## src/rtl/surf_bridge_pkg.sv

```systemverilog
// Shared definitions for the SURF bridge front end.
//   router_state_t : router FSM states
//   term_t         : host-side termination kind delivered in RESP
//   surf_sel_valid : true for a SURF select that addresses a populated slot (1..NUM_SURF)
package surf_bridge_pkg;

  localparam int SURF_SEL_LSB = 25;
  localparam int SURF_SEL_W   = 3;
  localparam int SURF_ADR_W   = 25;
  localparam int NUM_SURF     = 7;

  typedef enum logic [1:0] {IDLE, ISSUE, GAP, RESP} router_state_t;

  typedef enum logic [1:0] {T_ACK, T_ERR, T_RTY} term_t;

  function automatic logic surf_sel_valid(input logic [SURF_SEL_W-1:0] sel);
    return (sel != '0) && (int'(sel) <= NUM_SURF);
  endfunction

endpackage

```

## src/rtl/wb_timeout_ctr.sv

```systemverilog
// Clear/enable/expire cycle counter.
//   clk_i, rst_n_i : clock, async active-low reset
//   clr_i          : synchronous clear to 0 (dominates en_i)
//   en_i           : count one per cycle while high
//   expire_o       : high while the count equals TIMEOUT_CYCLES-1 (count holds there)
module wb_timeout_ctr #(
  parameter int unsigned TIMEOUT_CYCLES = 1024
) (
  input  logic clk_i,
  input  logic rst_n_i,
  input  logic clr_i,
  input  logic en_i,
  output logic expire_o
);

  localparam int unsigned CW = (TIMEOUT_CYCLES < 2) ? 1 : $clog2(TIMEOUT_CYCLES);
  localparam logic [CW-1:0] LAST = CW'(TIMEOUT_CYCLES - 1);

  logic [CW-1:0] cnt_q;

  always_ff @(posedge clk_i or negedge rst_n_i) begin
    if (!rst_n_i) begin
      cnt_q <= '0;
    end else if (clr_i) begin
      cnt_q <= '0;
    end else if (en_i && !expire_o) begin
      cnt_q <= cnt_q + CW'(1);
    end
  end

  assign expire_o = (cnt_q == LAST);

endmodule

```

## src/rtl/surf_wb_router.sv

```systemverilog
// Host-side WISHBONE target to registered SURF bridge master, with SURF select decode,
// bounded re-issue on bridge retry and a response timeout.
//   wb_clk_i, wb_rst_n_i           : clock, async active-low reset
//   s_cyc_i/s_stb_i/s_we_i/s_sel_i : host request; s_adr_i[27:25] = SURF select, [24:0] = local address
//   s_dat_i / s_dat_o              : host write data / registered read data
//   s_ack_o/s_err_o/s_rty_o        : one-cycle host terminations
//   m_cyc_o/m_stb_o/m_we_o/m_sel_o/m_adr_o/m_dat_o : latched request to the bridge
//   m_dat_i, m_ack_i/m_err_i/m_rty_i : bridge response
//   m_select_o                     : SURF select, stable from accept through RESP
//   busy_o                         : transaction in flight (any state but IDLE)
//   timeout_cnt_o                  : saturating timeout count
module surf_wb_router
  import surf_bridge_pkg::*;
#(
  parameter int unsigned TIMEOUT_CYCLES = 1024,
  parameter int unsigned MAX_RETRY      = 3,
  parameter int unsigned RETRY_GAP      = 4
) (
  input  logic        wb_clk_i,
  input  logic        wb_rst_n_i,
  input  logic        s_cyc_i,
  input  logic        s_stb_i,
  input  logic        s_we_i,
  input  logic [3:0]  s_sel_i,
  input  logic [27:0] s_adr_i,
  input  logic [31:0] s_dat_i,
  output logic [31:0] s_dat_o,
  output logic        s_ack_o,
  output logic        s_err_o,
  output logic        s_rty_o,
  output logic        m_cyc_o,
  output logic        m_stb_o,
  output logic        m_we_o,
  output logic [3:0]  m_sel_o,
  output logic [24:0] m_adr_o,
  output logic [31:0] m_dat_o,
  input  logic [31:0] m_dat_i,
  input  logic        m_ack_i,
  input  logic        m_err_i,
  input  logic        m_rty_i,
  output logic [2:0]  m_select_o,
  output logic        busy_o,
  output logic [15:0] timeout_cnt_o
);

  localparam int unsigned RW = (MAX_RETRY < 1) ? 1 : $clog2(MAX_RETRY + 1);
  localparam logic [RW-1:0] RETRY_MAX = RW'(MAX_RETRY);

  router_state_t   state_q, state_d;
  term_t           term_q, term_d;
  logic            we_q, we_d;
  logic [3:0]      sel_q, sel_d;
  logic [24:0]     adr_q, adr_d;
  logic [31:0]     dat_q, dat_d;
  logic [2:0]      select_q, select_d;
  logic [31:0]     rdat_q, rdat_d;
  logic [RW-1:0]   retry_q, retry_d;
  logic [15:0]     tmo_cnt_q, tmo_cnt_d;
  logic            tmo_expire, gap_expire;
  logic [2:0]      req_select;

  assign req_select = s_adr_i[SURF_SEL_LSB +: SURF_SEL_W];

  // Counters are held at zero outside their state, so each entry starts a fresh count.
  wb_timeout_ctr #(.TIMEOUT_CYCLES(TIMEOUT_CYCLES)) u_resp_tmr (
    .clk_i    (wb_clk_i),
    .rst_n_i  (wb_rst_n_i),
    .clr_i    (state_q != ISSUE),
    .en_i     (state_q == ISSUE),
    .expire_o (tmo_expire)
  );

  wb_timeout_ctr #(.TIMEOUT_CYCLES(RETRY_GAP)) u_gap_tmr (
    .clk_i    (wb_clk_i),
    .rst_n_i  (wb_rst_n_i),
    .clr_i    (state_q != GAP),
    .en_i     (state_q == GAP),
    .expire_o (gap_expire)
  );

  always_comb begin
    state_d   = state_q;
    term_d    = term_q;
    we_d      = we_q;
    sel_d     = sel_q;
    adr_d     = adr_q;
    dat_d     = dat_q;
    select_d  = select_q;
    rdat_d    = rdat_q;
    retry_d   = retry_q;
    tmo_cnt_d = tmo_cnt_q;
    case (state_q)
      IDLE: begin
        if (s_cyc_i && s_stb_i) begin
          we_d     = s_we_i;
          sel_d    = s_sel_i;
          adr_d    = s_adr_i[SURF_ADR_W-1:0];
          dat_d    = s_dat_i;
          select_d = req_select;
          retry_d  = '0;
          if (surf_sel_valid(req_select)) begin
            state_d = ISSUE;
          end else begin
            state_d = RESP;
            term_d  = T_ERR;
          end
        end
      end
      ISSUE: begin
        // A host abort outranks any bridge response: nobody is left to hear it.
        if (!s_cyc_i) begin
          state_d = IDLE;
        end else if (m_ack_i) begin
          state_d = RESP;
          term_d  = T_ACK;
          if (!we_q) rdat_d = m_dat_i;
        end else if (m_err_i) begin
          state_d = RESP;
          term_d  = T_ERR;
        end else if (m_rty_i) begin
          if (retry_q < RETRY_MAX) begin
            state_d = GAP;
            retry_d = retry_q + RW'(1);
          end else begin
            state_d = RESP;
            term_d  = T_RTY;
          end
        end else if (tmo_expire) begin
          state_d = RESP;
          term_d  = T_ERR;
          if (tmo_cnt_q != 16'hFFFF) tmo_cnt_d = tmo_cnt_q + 16'd1;
        end
      end
      GAP: begin
        if (!s_cyc_i) begin
          state_d = IDLE;
        end else if (gap_expire) begin
          state_d = ISSUE;
        end
      end
      RESP: begin
        state_d = IDLE;
        retry_d = '0;
      end
      default: state_d = IDLE;
    endcase
  end

  always_ff @(posedge wb_clk_i or negedge wb_rst_n_i) begin
    if (!wb_rst_n_i) begin
      state_q   <= IDLE;
      term_q    <= T_ACK;
      we_q      <= 1'b0;
      sel_q     <= '0;
      adr_q     <= '0;
      dat_q     <= '0;
      select_q  <= '0;
      rdat_q    <= '0;
      retry_q   <= '0;
      tmo_cnt_q <= '0;
    end else begin
      state_q   <= state_d;
      term_q    <= term_d;
      we_q      <= we_d;
      sel_q     <= sel_d;
      adr_q     <= adr_d;
      dat_q     <= dat_d;
      select_q  <= select_d;
      rdat_q    <= rdat_d;
      retry_q   <= retry_d;
      tmo_cnt_q <= tmo_cnt_d;
    end
  end

  // All outputs are decodes of registers, so none depend combinationally on inputs.
  assign m_cyc_o       = (state_q == ISSUE);
  assign m_stb_o       = (state_q == ISSUE);
  assign m_we_o        = we_q;
  assign m_sel_o       = sel_q;
  assign m_adr_o       = adr_q;
  assign m_dat_o       = dat_q;
  assign m_select_o    = select_q;
  assign s_dat_o       = rdat_q;
  assign s_ack_o       = (state_q == RESP) && (term_q == T_ACK);
  assign s_err_o       = (state_q == RESP) && (term_q == T_ERR);
  assign s_rty_o       = (state_q == RESP) && (term_q == T_RTY);
  assign busy_o        = (state_q != IDLE);
  assign timeout_cnt_o = tmo_cnt_q;

endmodule

```

## config.mk

```make
export PLATFORM = sky130hd
export DESIGN_NAME = surf_wb_router
export DESIGN_NICKNAME = d
export VERILOG_FILES = /design/src/rtl/surf_bridge_pkg.sv /design/src/rtl/wb_timeout_ctr.sv /design/src/rtl/surf_wb_router.sv
export SDC_FILE = /design/constraint.sdc
export NUM_CORES = 1
export LEC_CHECK = 0
export BUFFER_PORTS_ARGS = -buffer_cell sky130_fd_sc_hd__buf_2
export CORE_MARGIN = 5
export CORE_UTILIZATION = 45
export CTS_CLUSTER_SIZE = 28
export DETAILED_ROUTE_END_ITERATION = 6
export PLACE_DENSITY_LB_ADDON = 0.05
export SYNTH_ARGS = -nofsm -noshare
export SYNTH_HDL_FRONTEND = slang
export SYNTH_SLANG_ARGS = --single-unit
```

## constraint.sdc

```tcl
create_clock -name wb_clk_i -period 4.9 [get_ports wb_clk_i]
set_clock_uncertainty 0.15 [all_clocks]
set_input_delay 0.245 -clock wb_clk_i [delete_from_list [all_inputs] [get_ports wb_clk_i]]
set_output_delay 0.245 -clock wb_clk_i [all_outputs]
set_load 0.02 [all_outputs]
```

==> results of run 1 <==
[path summary, 6_finish.rpt]
path | to | cells past startpoint
min | state_q[0] | 3
min reg2reg | timeout_cnt_o[12] | 1
max reg2reg | timeout_cnt_o[1] | 6
max | timeout_cnt_o[1] | 6
max in group asynchronous | s_dat_o[18] | 3
min in group asynchronous | term_q[0] | 2
[repair_timing]
| action | 4_1_cts | 5_1_grt |
|---|---|---|
| resized for setup | 0 | 0 |
| hold buffers | 98 | 0 |
| setup endpoints to repair | 0 | 0 |
| hold endpoints to repair | 184 | 0 |
[power by group through the flow]
stage	registers (mW)	logic [mW]	clock network (mW)
after floorplan	2.25	0.616	0
after CTS	1.73	1.86	1.27
final	1.74	1.85	1.24
after detailed placement	1.74	1.80	0
after global placement	1.72	1.77	0
after global routing	1.80	1.98	1.32
[stage by stage]
step,hold WS (ns),cell area [um^2]
after floorplan,-0.201,5510
after global placement,0.326,6740
after detailed placement,0.330,6740
after CTS,0.0412,8310
after global routing,0.0673,8310
final,0.0626,8320
[critical path: stages (launching register included)]
cell                       delay, ns
sky130_fd_sc_hd__dfrtp_1        0.39
sky130_fd_sc_hd__inv_1          0.11
sky130_fd_sc_hd__ha_1           0.53
sky130_fd_sc_hd__nand4b_1       0.18
sky130_fd_sc_hd__or4_1          0.75
sky130_fd_sc_hd__nor2_1         0.29
sky130_fd_sc_hd__mux2_2         0.36
[cells in the mapped netlist, drive strengths merged, types with 2 or more instances]
cell type,count,area share [%]
nand4,3,0.45
clkbuf,15,1.0
dfrtp,131,60
and4,4,0.64
o311a,2,0.36
ha,8,1.8
nor3,8,0.73
or3,2,0.23
nor2,12,0.82
nand4b,2,0.32
buf,5,0.59
nor2b,2,0.23
a21oi,3,0.27
inv,6,0.41
nor4,5,1.2
o21ai,7,0.64
a31oi,3,0.34
o21a,2,0.27
nor4b,2,0.32
xnor2,2,0.32
mux2,101,21
o2111ai,2,0.32
mux2i,3,0.55
xor2,14,2.2
or4,2,0.27
nor3b,3,0.59
nand2,17,1.2
nand3,11,1.0
and3,6,0.68
[cell families after synthesis]
logic type | synth area share, %
flops | 59.5
mux | 21.2
simple gates | 9.29
compound gates | 3.61
buf+inv | 2.02
xor+xnor | 2.54
fa+ha+maj | 1.82
[area by class of cell]
type	count	area share [%]
flip-flops and latches	131	39.4
multi-input cells	240	25.5
repair buffers	323	25.5
clock buffers	22	5.82
well taps	147	2.21
clock inverters	9	1.25
inverters	6	0.271
diodes	1	0.0301
[registers in the layout (all words and copies together), names as in the netlist]
name	cells
m_dat_o	32
timeout_cnt_o	16
state_q	2
u_resp_tmr.cnt_q	10
m_select_o	3
u_gap_tmr.cnt_q	2
retry_q	2
m_sel_o	4
s_dat_o	32
m_we_o	1
m_adr_o	25
term_q	2
[cells in the final DEF, fill, tap and decap left out, types with 10 or more instances in the layout]
cell,synthesis,layout
sky130_fd_sc_hd__nand2_1,17,17
sky130_fd_sc_hd__xor2_1,14,14
sky130_fd_sc_hd__nor2_1,12,12
sky130_fd_sc_hd__clkbuf_16,0,17
sky130_fd_sc_hd__dlygate4sd3_1,0,98
sky130_fd_sc_hd__mux2_2,101,101
sky130_fd_sc_hd__buf_2,2,221
sky130_fd_sc_hd__dfrtp_1,131,131
sky130_fd_sc_hd__nand3_1,11,10
[per-layer routing]
metal	up-vias	part of all wire (%)
met3	29	7.2
met1	2221	37
met2	143	54
met5	-	0
met4	0	2.5
li1	2061	-
==> results.sh, run 1 <==
export IMPL_critical_path_startpoint_type="register"
export IMPL_clock_fmax_mhz=346
export IMPL_num_io_pins=223
export IMPL_layout_filler_cells=880
export IMPL_quantity_of_i_o_buffers_inserted_on_ports=222
export IMPL_die_h_um=121
export IMPL_post_place_ws_ns=2.03
export IMPL_grt_pass1_wl_mm=24.6
export IMPL_timing_final_ws_setup_ns=2.01
export IMPL_finalWirelength_mm=14.9
export IMPL_antenna_found_initial=0
export IMPL_routed_wire_length_per_instance_um=17.0
export IMPL_report_final_setup_viol=0
export IMPL_hp_class="primary input to register"
export IMPL_unrepaired_setup_endpoints_after_global_routing="false"
export IMPL_capturing_element_type_of_the_critical_path="register"
export IMPL_worst_skew_pair_later_pin_latency_ns=0.41
export IMPL_register_area_um2=3280
export IMPL_gpl_final_weighted_congestion=0.806
export IMPL_grt_busiest_layer="met2"
export IMPL_globalRouteOverflowTotal=0
export IMPL_cts_htree_levels=4
export IMPL_synthesis_area_um2=5510
export IMPL_first_global_vias=4958
export IMPL_nets=831
export IMPL_worstSetupStartpoint="state_q[1]"
export IMPL_synth_edf_count=0
export IMPL_worst_slew_pin_slew_ns=1.07
export IMPL_final_instance_count_excl_fill=879
export IMPL_post_synth_num_cell_types=50
export IMPL_floorplan_initialDensity_pct=45.9
export IMPL_grt_max_degree=89
export IMPL_hold_violation_total_from_the_final_report=0
export IMPL_cts_tree="built"
export IMPL_final_setup_tns_ns=0
export IMPL_final_min_period_over_clock_period_pct=59.0
export IMPL_synthCells=397
export IMPL_p_sw_share_pct=35.8
export IMPL_max_clock_path_buffers=2
export IMPL_yosys_warnings=0
export IMPL_regToRegSetupSlack_ns=2.01
export IMPL_p_int_mw=3.10
export IMPL_postSynthNetCount=509
export IMPL_fp_coreArea_um2=12000
export IMPL_synth_async_sr_flop_share_pct=100
export IMPL_grtUsageMet1_pct=23.2
export IMPL_cts_setup_buffers=0
export IMPL_hold_path_startpoint="s_cyc_i"
export IMPL_clk_transition_reported_paths_ns=0.05
export IMPL_globalRouteTotalUtil_pct=21.4
export IMPL_critical_path_class="register to register"
export IMPL_combinationalPowerShare_pct=38.2
export IMPL_power_switching_mw=1.73
export IMPL_synth_seq_area_share_pct=59.5
export IMPL_gr_usage_met2_pct=37.4
export IMPL_place_detailed_instances=749
export IMPL_synth_ff_type="sky130_fd_sc_hd__dfrtp_1"
export IMPL_cts_root_buffer="sky130_fd_sc_hd__clkbuf_16"
export IMPL_cts_inserted_buffers=17
export IMPL_power_density_nw_per_um2=581
export IMPL_final_antenna_net_count=0
export IMPL_syn_to_final_growth_pct=51.0
export IMPL_drt_pass1_iter_count=4
export IMPL_routed_via_count=4454
export IMPL_critPathMaxFanout=19
export IMPL_avgViaCountPerCell=5.07
export IMPL_drtIter0Drc=208
export IMPL_run_status="finished clean"
export IMPL_grt_util_met3_pct=8.19
export IMPL_postSynthAreaPerCell_um2=13.9
export IMPL_ys_seq_elements=131
export IMPL_final_max_slew_viol_count=0
export IMPL_power_total_mw=4.83
export IMPL_row_count=40
export IMPL_drt_drc_violations_left=0
export IMPL_clkSinkCount=131
export IMPL_dp_hpwl_mm=10.2
export IMPL_final_core_util_pct=69.2
export IMPL_r2r_start="state_q[1]"
export IMPL_die_w_um=121
export IMPL_clkPwrFrac_pct=25.7
export IMPL_power_frac_seq_pct=36.1
export IMPL_slew_headroom_pct=28.4
export IMPL_min_period_ns=2.89
export IMPL_max_cap_viol_count=0
export IMPL_design_die_area_um2=14600
export IMPL_critical_path_required_ns=5.04
export IMPL_power_leakage_nw=4.12
export IMPL_irDropWorstVdd_v=0.000453
export IMPL_footprint_of_the_multi_input_gates_um2=2120
export IMPL_drive_above_1_share_pct=49.8
export IMPL_cp_arrival_ns=3.03
(Power assumes the default switching activity.)
==> inputs of run 2 (changes only) <==
--- a/config.mk
+++ b/config.mk
@@ -7,7 +7,7 @@
 export LEC_CHECK = 0
 export BUFFER_PORTS_ARGS = -buffer_cell sky130_fd_sc_hd__buf_2
 export CORE_MARGIN = 5
-export CORE_UTILIZATION = 45
+export CORE_UTILIZATION = 44
 export CTS_CLUSTER_SIZE = 28
 export DETAILED_ROUTE_END_ITERATION = 6
 export PLACE_DENSITY_LB_ADDON = 0.05
==> constraint.sdc (replaced) <==
create_clock -name wb_clk_i -period 2.6 [get_ports wb_clk_i]
set_clock_uncertainty 0.15 [all_clocks]
set_input_delay 0.13 -clock wb_clk_i [delete_from_list [all_inputs] [get_ports wb_clk_i]]
set_output_delay 0.13 -clock wb_clk_i [all_outputs]
set_load 0.02 [all_outputs]
==> results.sh, run 2 (synthesis gave the netlist of run 1 again) <==
export IMPL_syn_to_final_growth_pct=52.4
export IMPL_cp_num_cells=6
export IMPL_hold_path_depth=3
export IMPL_diodes=0
export IMPL_power_leakage_nw=4.16
export IMPL_row_count=40
export IMPL_post_dp_cell_area_um2=6830
export IMPL_p_sw_share_pct=35.9
export IMPL_worst_skew_pair_later_pin_latency_ns=0.41
export IMPL_clk_transition_reported_paths_ns=0.05
export IMPL_cts_tree="built"
export IMPL_grt_max_degree=73
export IMPL_cts_inserted_buffers=17
export IMPL_run_status="finished clean"
export IMPL_cp_cell_sequence="ha_1 > nand4_1 > or4_1 > buf_4 > nor3_1 > mux2_2"
export IMPL_slew_headroom_pct=59.1
export IMPL_drtIter0Drc=162
export IMPL_final_antenna_net_count=0
export IMPL_power_total_mw=8.98
export IMPL_worst_slew_pin_slew_ns=0.613
export IMPL_clkSinkCount=131
export IMPL_max_stage_delay_ns=0.54
export IMPL_design_area_um2=8390
export IMPL_design_die_area_um2=14900
export IMPL_die_w_um=122
export IMPL_power_frac_seq_pct=36.6
export IMPL_hp_class="primary input to register"
export IMPL_report_final_setup_viol=0
export IMPL_antenna_found_initial=0
export IMPL_avgViaCountPerCell=4.85
export IMPL_hold_violation_total_from_the_final_report=0
export IMPL_clock_fmax_mhz=422
export IMPL_most_common_cell_after_layout_fill_and_taps_aside="sky130_fd_sc_hd__buf_2"
export IMPL_routed_wire_length_per_instance_um=16.6
export IMPL_grt_pass1_wl_mm=24.4
export IMPL_die_h_um=122
export IMPL_crit_path_top_delay_cell="sky130_fd_sc_hd__or4_1"
export IMPL_globalRouteOverflowTotal=0
export IMPL_combinationalPowerShare_pct=38.9
export IMPL_first_global_vias=4898
export IMPL_critical_path_startpoint_type="register"
export IMPL_critical_path_top_delay_family="simple AND/OR/NAND/NOR gates"
export IMPL_nets=839
export IMPL_clkPwrFrac_pct=24.5
export IMPL_p_int_mw=5.76
export IMPL_drt_pass1_iter_count=4
export IMPL_cts_root_buffer="sky130_fd_sc_hd__clkbuf_16"
export IMPL_commonest_cells_after_routing_fill_and_taps_aside="sky130_fd_sc_hd__buf_2 (221), sky130_fd_sc_hd__dfrtp_1 (131), sky130_fd_sc_hd__mux2_2 (101), sky130_fd_sc_hd__dlygate4sd3_1 (101)"
export IMPL_globalRouteTotalUtil_pct=21.1
export IMPL_grtUsageMet1_pct=23.1
export IMPL_cp_arrival_ns=2.51
export IMPL_timing_reg2reg_worst_path_depth=6
export IMPL_routed_via_count=4397
export IMPL_power_density_nw_per_um2=1070
export IMPL_grt_busiest_layer="met2"
export IMPL_drt_drc_violations_left=0
export IMPL_power_switching_mw=3.22
export IMPL_gr_usage_met2_pct=37.5
export IMPL_floorplan_initialDensity_pct=45.3
export IMPL_hold_worst_slack_ns=0.0342
export IMPL_critical_path_required_ns=2.74
export IMPL_max_cap_viol_count=0
export IMPL_max_clock_path_buffers=2
export IMPL_critical_path_class="register to register"
export IMPL_finalWirelength_mm=15.1
export IMPL_unrepaired_setup_endpoints_after_global_routing="false"
export IMPL_grt_util_met3_pct=7.29
export IMPL_final_setup_tns_ns=0
export IMPL_num_io_pins=223
export IMPL_irDropWorstVdd_v=0.000675
export IMPL_cts_htree_levels=4
export IMPL_dp_hpwl_mm=10.1
export IMPL_drive_above_1_share_pct=49.4
export IMPL_fp_coreArea_um2=12200
export IMPL_capturing_element_type_of_the_critical_path="register"
export IMPL_post_cts_resized_instances=0
export IMPL_final_max_slew_viol_count=0
export IMPL_final_core_util_pct=69.0
export IMPL_final_min_period_over_clock_period_pct=91.0
export IMPL_quantity_of_i_o_buffers_inserted_on_ports=222
export IMPL_gpl_final_weighted_congestion=0.807
export IMPL_layout_filler_cells=921
export IMPL_critPathMaxFanout=14
export IMPL_critical_path_buf_inv_count=1
export IMPL_min_period_ns=2.37
[run 2: changes by cell type in the layout (fill, tap and decap cells not counted)]
cell / before / now
sky130_fd_sc_hd__clkinvlp_4: 2 / 0
sky130_fd_sc_hd__buf_4: 4 / 7
sky130_fd_sc_hd__buf_12: 0 / 2
sky130_fd_sc_hd__clkinv_4: 1 / 0
sky130_fd_sc_hd__diode_2: 1 / 0
sky130_fd_sc_hd__clkbuf_1: 1 / 5
sky130_fd_sc_hd__dlygate4sd3_1: 98 / 101
sky130_fd_sc_hd__bufinv_16: 2 / 1
[run 2: worst paths after layout]
| check | startpoint | to | slack, ns |
|---|---|---|---|
| max in group asynchronous | wb_rst_n_i | s_dat_o[26] | 1.51 |
| worst min register to register | timeout_cnt_o[13] | timeout_cnt_o[13] | 0.32 |
| worst max register to register | u_resp_tmr.cnt_q[0] | timeout_cnt_o[15] | 0.23 |
| worst max-delay path | u_resp_tmr.cnt_q[0] | timeout_cnt_o[15] | 0.23 |
| min in group asynchronous | wb_rst_n_i | term_q[0] | 0.05 |
| worst min-delay path | s_stb_i | m_dat_o[21] | 0.03 |
[run 2: layout make-up]
| class | count | area [um^2] | share of cell area, % |
|---|---|---|---|
| Timing Repair Buffer | 331 | 2210 | 26.3 |
| Clock buffer | 26 | 499 | 5.95 |
| Multi-Input combinational cell | 240 | 2120 | 25.3 |
| Tap cell | 168 | 210 | 2.50 |
| Sequential cell | 131 | 3280 | 39.1 |
| Clock inverter | 5 | 50.0 | 0.596 |
| Inverter | 6 | 22.5 | 0.268 |
[run 2: stage by stage]
stage / cells / setup slack, ns
after floorplan: 397 / 0.177
after global placement: 775 / 0.244
after detailed placement: 775 / 0.225
after CTS: 907 / 0.220
after global routing: 907 / 0.0887
final: 907 / 0.233
[run 2: worst reg2reg max path: stages (launching register included)]
cell,delay (ns)
sky130_fd_sc_hd__dfrtp_1,0.38
sky130_fd_sc_hd__ha_1,0.23
sky130_fd_sc_hd__nand4_1,0.20
sky130_fd_sc_hd__or4_1,0.54
sky130_fd_sc_hd__buf_4,0.21
sky130_fd_sc_hd__nor3_1,0.20
sky130_fd_sc_hd__mux2_2,0.35
[run 2: repair_timing]
item / 4_1_cts / 5_1_grt
hold buffers: 101 / 0
hold endpoints to repair: 230 / 0
buffers inserted: 0 / 0
[run 2: routing by layer]
metal  up-vias  part of all wire [%]
met4         0                   1.9
met3        23                   6.9
li1       2083                     -
met2       131                    53
met1      2160                    38
met5         -                     0
[run 2: power by group through the flow]
| stage | Combinational (mW) | Sequential (mW) | Clock, mW |
|---|---|---|---|
| 2_1_floorplan | 1.16 | 4.24 | 0 |
| 3_3_place_gp | 3.36 | 3.24 | 0 |
| 3_5_place_dp | 3.40 | 3.28 | 0 |
| 4_1_cts | 3.52 | 3.27 | 2.26 |
| 5_1_grt | 3.74 | 3.39 | 2.35 |
| 6_report | 3.49 | 3.29 | 2.20 |
==> inputs of run 3 (changes only) <==
--- a/config.mk
+++ b/config.mk
@@ -5,12 +5,14 @@
 export SDC_FILE = /design/constraint.sdc
 export NUM_CORES = 1
 export LEC_CHECK = 0
+export ABC_AREA = 1
 export BUFFER_PORTS_ARGS = -buffer_cell sky130_fd_sc_hd__buf_2
+export CAP_MARGIN = 15
 export CORE_MARGIN = 5
 export CORE_UTILIZATION = 44
 export CTS_CLUSTER_SIZE = 28
 export DETAILED_ROUTE_END_ITERATION = 6
-export PLACE_DENSITY_LB_ADDON = 0.05
+export PLACE_DENSITY = 0.76
 export SYNTH_ARGS = -nofsm -noshare
 export SYNTH_HDL_FRONTEND = slang
 export SYNTH_SLANG_ARGS = --single-unit
==> results.sh, run 3 <==
export IMPL_hp_class="primary input to register"
export IMPL_grt_max_degree=63
export IMPL_footprint_of_the_multi_input_gates_um2=2240
export IMPL_die_h_um=124
export IMPL_cp_arrival_ns=2.50
export IMPL_max_clock_path_buffers=2
export IMPL_r2r_start="state_q[1]"
export IMPL_capturing_element_type_of_the_critical_path="register"
export IMPL_dp_hpwl_mm=11.2
export IMPL_regToRegSetupSlack_ns=0.30
export IMPL_globalRouteOverflowTotal=0
export IMPL_syn_to_final_growth_pct=51.3
export IMPL_crit_end="term_q[1]"
export IMPL_synthesis_area_um2=5730
export IMPL_clk_transition_reported_paths_ns=0.05
export IMPL_drt_pass1_iter_count=5
export IMPL_yosys_warnings=0
export IMPL_drt_drc_violations_left=0
export IMPL_postSynthNetCount=619
export IMPL_postSynthAreaPerCell_um2=11.3
export IMPL_cts_setup_buffers=0
export IMPL_fp_coreArea_um2=12700
export IMPL_die_w_um=124
export IMPL_synth_ff_type="sky130_fd_sc_hd__dfrtp_1"
export IMPL_cts_tree="built"
export IMPL_synth_async_sr_flop_share_pct=100
export IMPL_area_contributors_post_synth="sky130_fd_sc_hd__dfrtp_1 (57%), sky130_fd_sc_hd__mux2_2 (17%), sky130_fd_sc_hd__nand2_1 (6.4%), sky130_fd_sc_hd__nand3_1 (2.8%), sky130_fd_sc_hd__inv_1 (2.2%)"
export IMPL_row_count=41
export IMPL_grt_pass1_wl_mm=28.2
export IMPL_detailroute_wirelength_met2_mm=9.31
export IMPL_layout_filler_cells=854
export IMPL_synthCells=507
export IMPL_critPathMaxFanout=18
export IMPL_min_period_ns=2.30
export IMPL_drt_met1_wl_mm=6.65
export IMPL_routed_via_count=5107
export IMPL_post_cts_resized_instances=0
export IMPL_most_common_cell_after_layout_fill_and_taps_aside="sky130_fd_sc_hd__buf_2"
export IMPL_design_die_area_um2=15400
export IMPL_timing_reg2reg_worst_path_depth=8
export IMPL_max_cap_viol_count=0
export IMPL_worst_skew_pair_later_pin_latency_ns=0.41
export IMPL_synthTopCellsByCount="sky130_fd_sc_hd__dfrtp_1 (131), sky130_fd_sc_hd__nand2_1 (98), sky130_fd_sc_hd__mux2_2 (88), sky130_fd_sc_hd__inv_1 (34), sky130_fd_sc_hd__nor2_1 (34)"
export IMPL_hold_violation_total_from_the_final_report=0
export IMPL_avgViaCountPerCell=5.00
export IMPL_power_total_mw=9.58
export IMPL_slew_headroom_pct=63.0
export IMPL_final_setup_tns_ns=0
export IMPL_synth_seq_area_share_pct=57.2
export IMPL_run_status="finished clean"
export IMPL_post_synth_num_cell_types=31
export IMPL_nets=951
export IMPL_critical_path_reg2reg_endpoint="term_q[1]"
export IMPL_gpl_final_weighted_congestion=0.899
export IMPL_most_frequent_cell_after_synthesis="sky130_fd_sc_hd__dfrtp_1"
export IMPL_routed_top_layer="met4"
export IMPL_critical_path_required_ns=2.80
export IMPL_critical_path_class="register to register"
export IMPL_first_global_vias=5570
export IMPL_antenna_found_initial=0
export IMPL_cts_inserted_buffers=17
export IMPL_synth_edf_count=0
export IMPL_unrepaired_setup_endpoints_after_global_routing="false"
export IMPL_final_antenna_net_count=0
export IMPL_ys_seq_elements=131
export IMPL_worstSetupStartpoint="state_q[1]"
export IMPL_irDropWorstVdd_v=0.000989
export IMPL_diodes=0
export IMPL_globalRouteTotalUtil_pct=23.9
export IMPL_cts_root_buffer="sky130_fd_sc_hd__clkbuf_16"
export IMPL_drive_above_1_share_pct=41.9
export IMPL_cts_htree_levels=4
export IMPL_clock_fmax_mhz=434
export IMPL_finalWirelength_mm=17.7
export IMPL_floorplan_initialDensity_pct=45.2
export IMPL_post_synth_top_area_cell="sky130_fd_sc_hd__dfrtp_1"
export IMPL_routed_wire_length_per_instance_um=17.3
export IMPL_final_min_period_over_clock_period_pct=88.6
export IMPL_met3_layer_wire_length_in_the_routed_design_mm=1.25
export IMPL_clkSinkCount=131
export IMPL_power_leakage_nw=4.33
export IMPL_power_density_nw_per_um2=1110
export IMPL_quantity_of_i_o_buffers_inserted_on_ports=222
export IMPL_num_io_pins=223
export IMPL_register_area_um2=3280
export IMPL_synth_top_cell_area_share_pct=57.2
export IMPL_final_max_slew_viol_count=0
export IMPL_drtIter0Drc=252
export IMPL_report_final_setup_viol=0
export IMPL_commonest_cells_after_routing_fill_and_taps_aside="sky130_fd_sc_hd__buf_2 (221), sky130_fd_sc_hd__dfrtp_1 (131), sky130_fd_sc_hd__dlygate4sd3_1 (101), sky130_fd_sc_hd__nand2_1 (98), sky130_fd_sc_hd__mux2_2 (88)"
export IMPL_worst_slew_pin_slew_ns=0.554
export IMPL_post_cts_hold_buffer_count=101
export IMPL_critical_path_startpoint_type="register"
## run 3: changes by cell type in the layout (fill, tap and decap cells not counted), sizes merged, moves of 10 or more
cell / previous run / this run
nand2: 17 / 101
inv: 6 / 34
nor2: 12 / 38
nand3: 11 / 33
xor2: 14 / 2
o21ai: 7 / 17
## run 3: worst min path at each step
stage | start | endpoint | slack (ns) | depth (start not counted)
finish | m_rty_i | term_q[1] | 0.06 | 5
global placement | wb_rst_n_i | timeout_cnt_o[4] | -0.004 | 1
CTS | m_rty_i | term_q[1] | 0.03 | 5
floorplan | wb_rst_n_i | m_adr_o[0] | -0.32 | 0
global route | s_cyc_i | state_q[0] | 0.07 | 5
detailed placement | wb_rst_n_i | timeout_cnt_o[4] | 0.007 | 1
## run 3: routing by layer
metal / track usage (%) / vias up
met5: 0 / -
met4: 9.92 / 0
met3: 7.36 / 39
met2: 42.2 / 219
met1: 26.9 / 2493
li1: - / 2356
## run 3: worst max-delay path, cell delays in order, from the launching register on
cell and delay (ns):
sky130_fd_sc_hd__dfrtp_1 0.41, sky130_fd_sc_hd__inv_1 0.09, sky130_fd_sc_hd__ha_1 0.22, sky130_fd_sc_hd__buf_4 0.23, sky130_fd_sc_hd__inv_1 0.15, sky130_fd_sc_hd__nor4_1 0.26
sky130_fd_sc_hd__dlygate4sd3_1 0.59, sky130_fd_sc_hd__nand3_1 0.07, sky130_fd_sc_hd__nand2_1 0.07
## run 3: kinds of logic after synthesis
group / synth area share [%]
DFF: 57.2
muxes: 18.5
AOI/OAI and AO/OA: 2.36
and+or+nand+nor: 15.3
buffers and inverters: 3.82
adders and majority gates: 1.75
xor gates and xnor gates: 1.07
## run 3: stage by stage
step / worst slack [ns] / utilization [%] / instance area, um^2 / hold slack, ns / cells
after floorplan: 0.640 / - / 5730 / -0.316 / 507
after global placement: 0.660 / 55.6 / 7050 / -0.00418 / 891
after detailed placement: 0.587 / 55.6 / 7050 / 0.00691 / 891
after CTS: 0.332 / 68.4 / 8660 / 0.0310 / 1022
after global routing: 0.119 / 68.4 / 8660 / 0.0743 / 1022
final: 0.296 / 68.4 / 8660 / 0.0616 / 1022
## run 3: cell type report
class / instances / share of cell area [%]
Multi-Input combinational cell: 326 / 25.9
Tap cell: 172 / 2.48
Timing Repair Buffer: 329 / 25.3
Sequential cell: 131 / 37.8
Clock inverter: 10 / 1.83
Clock buffer: 20 / 5.16
Inverter: 34 / 1.47
## run 3: where the power goes
part / leakage [nW] / internal, mW / total (mW) / switching, mW
Sequential: 1.62 / 2.88 / 3.39 / 0.506
Clock: 0.292 / 1.61 / 2.48 / 0.862
Combinational: 2.42 / 1.50 / 3.72 / 2.21
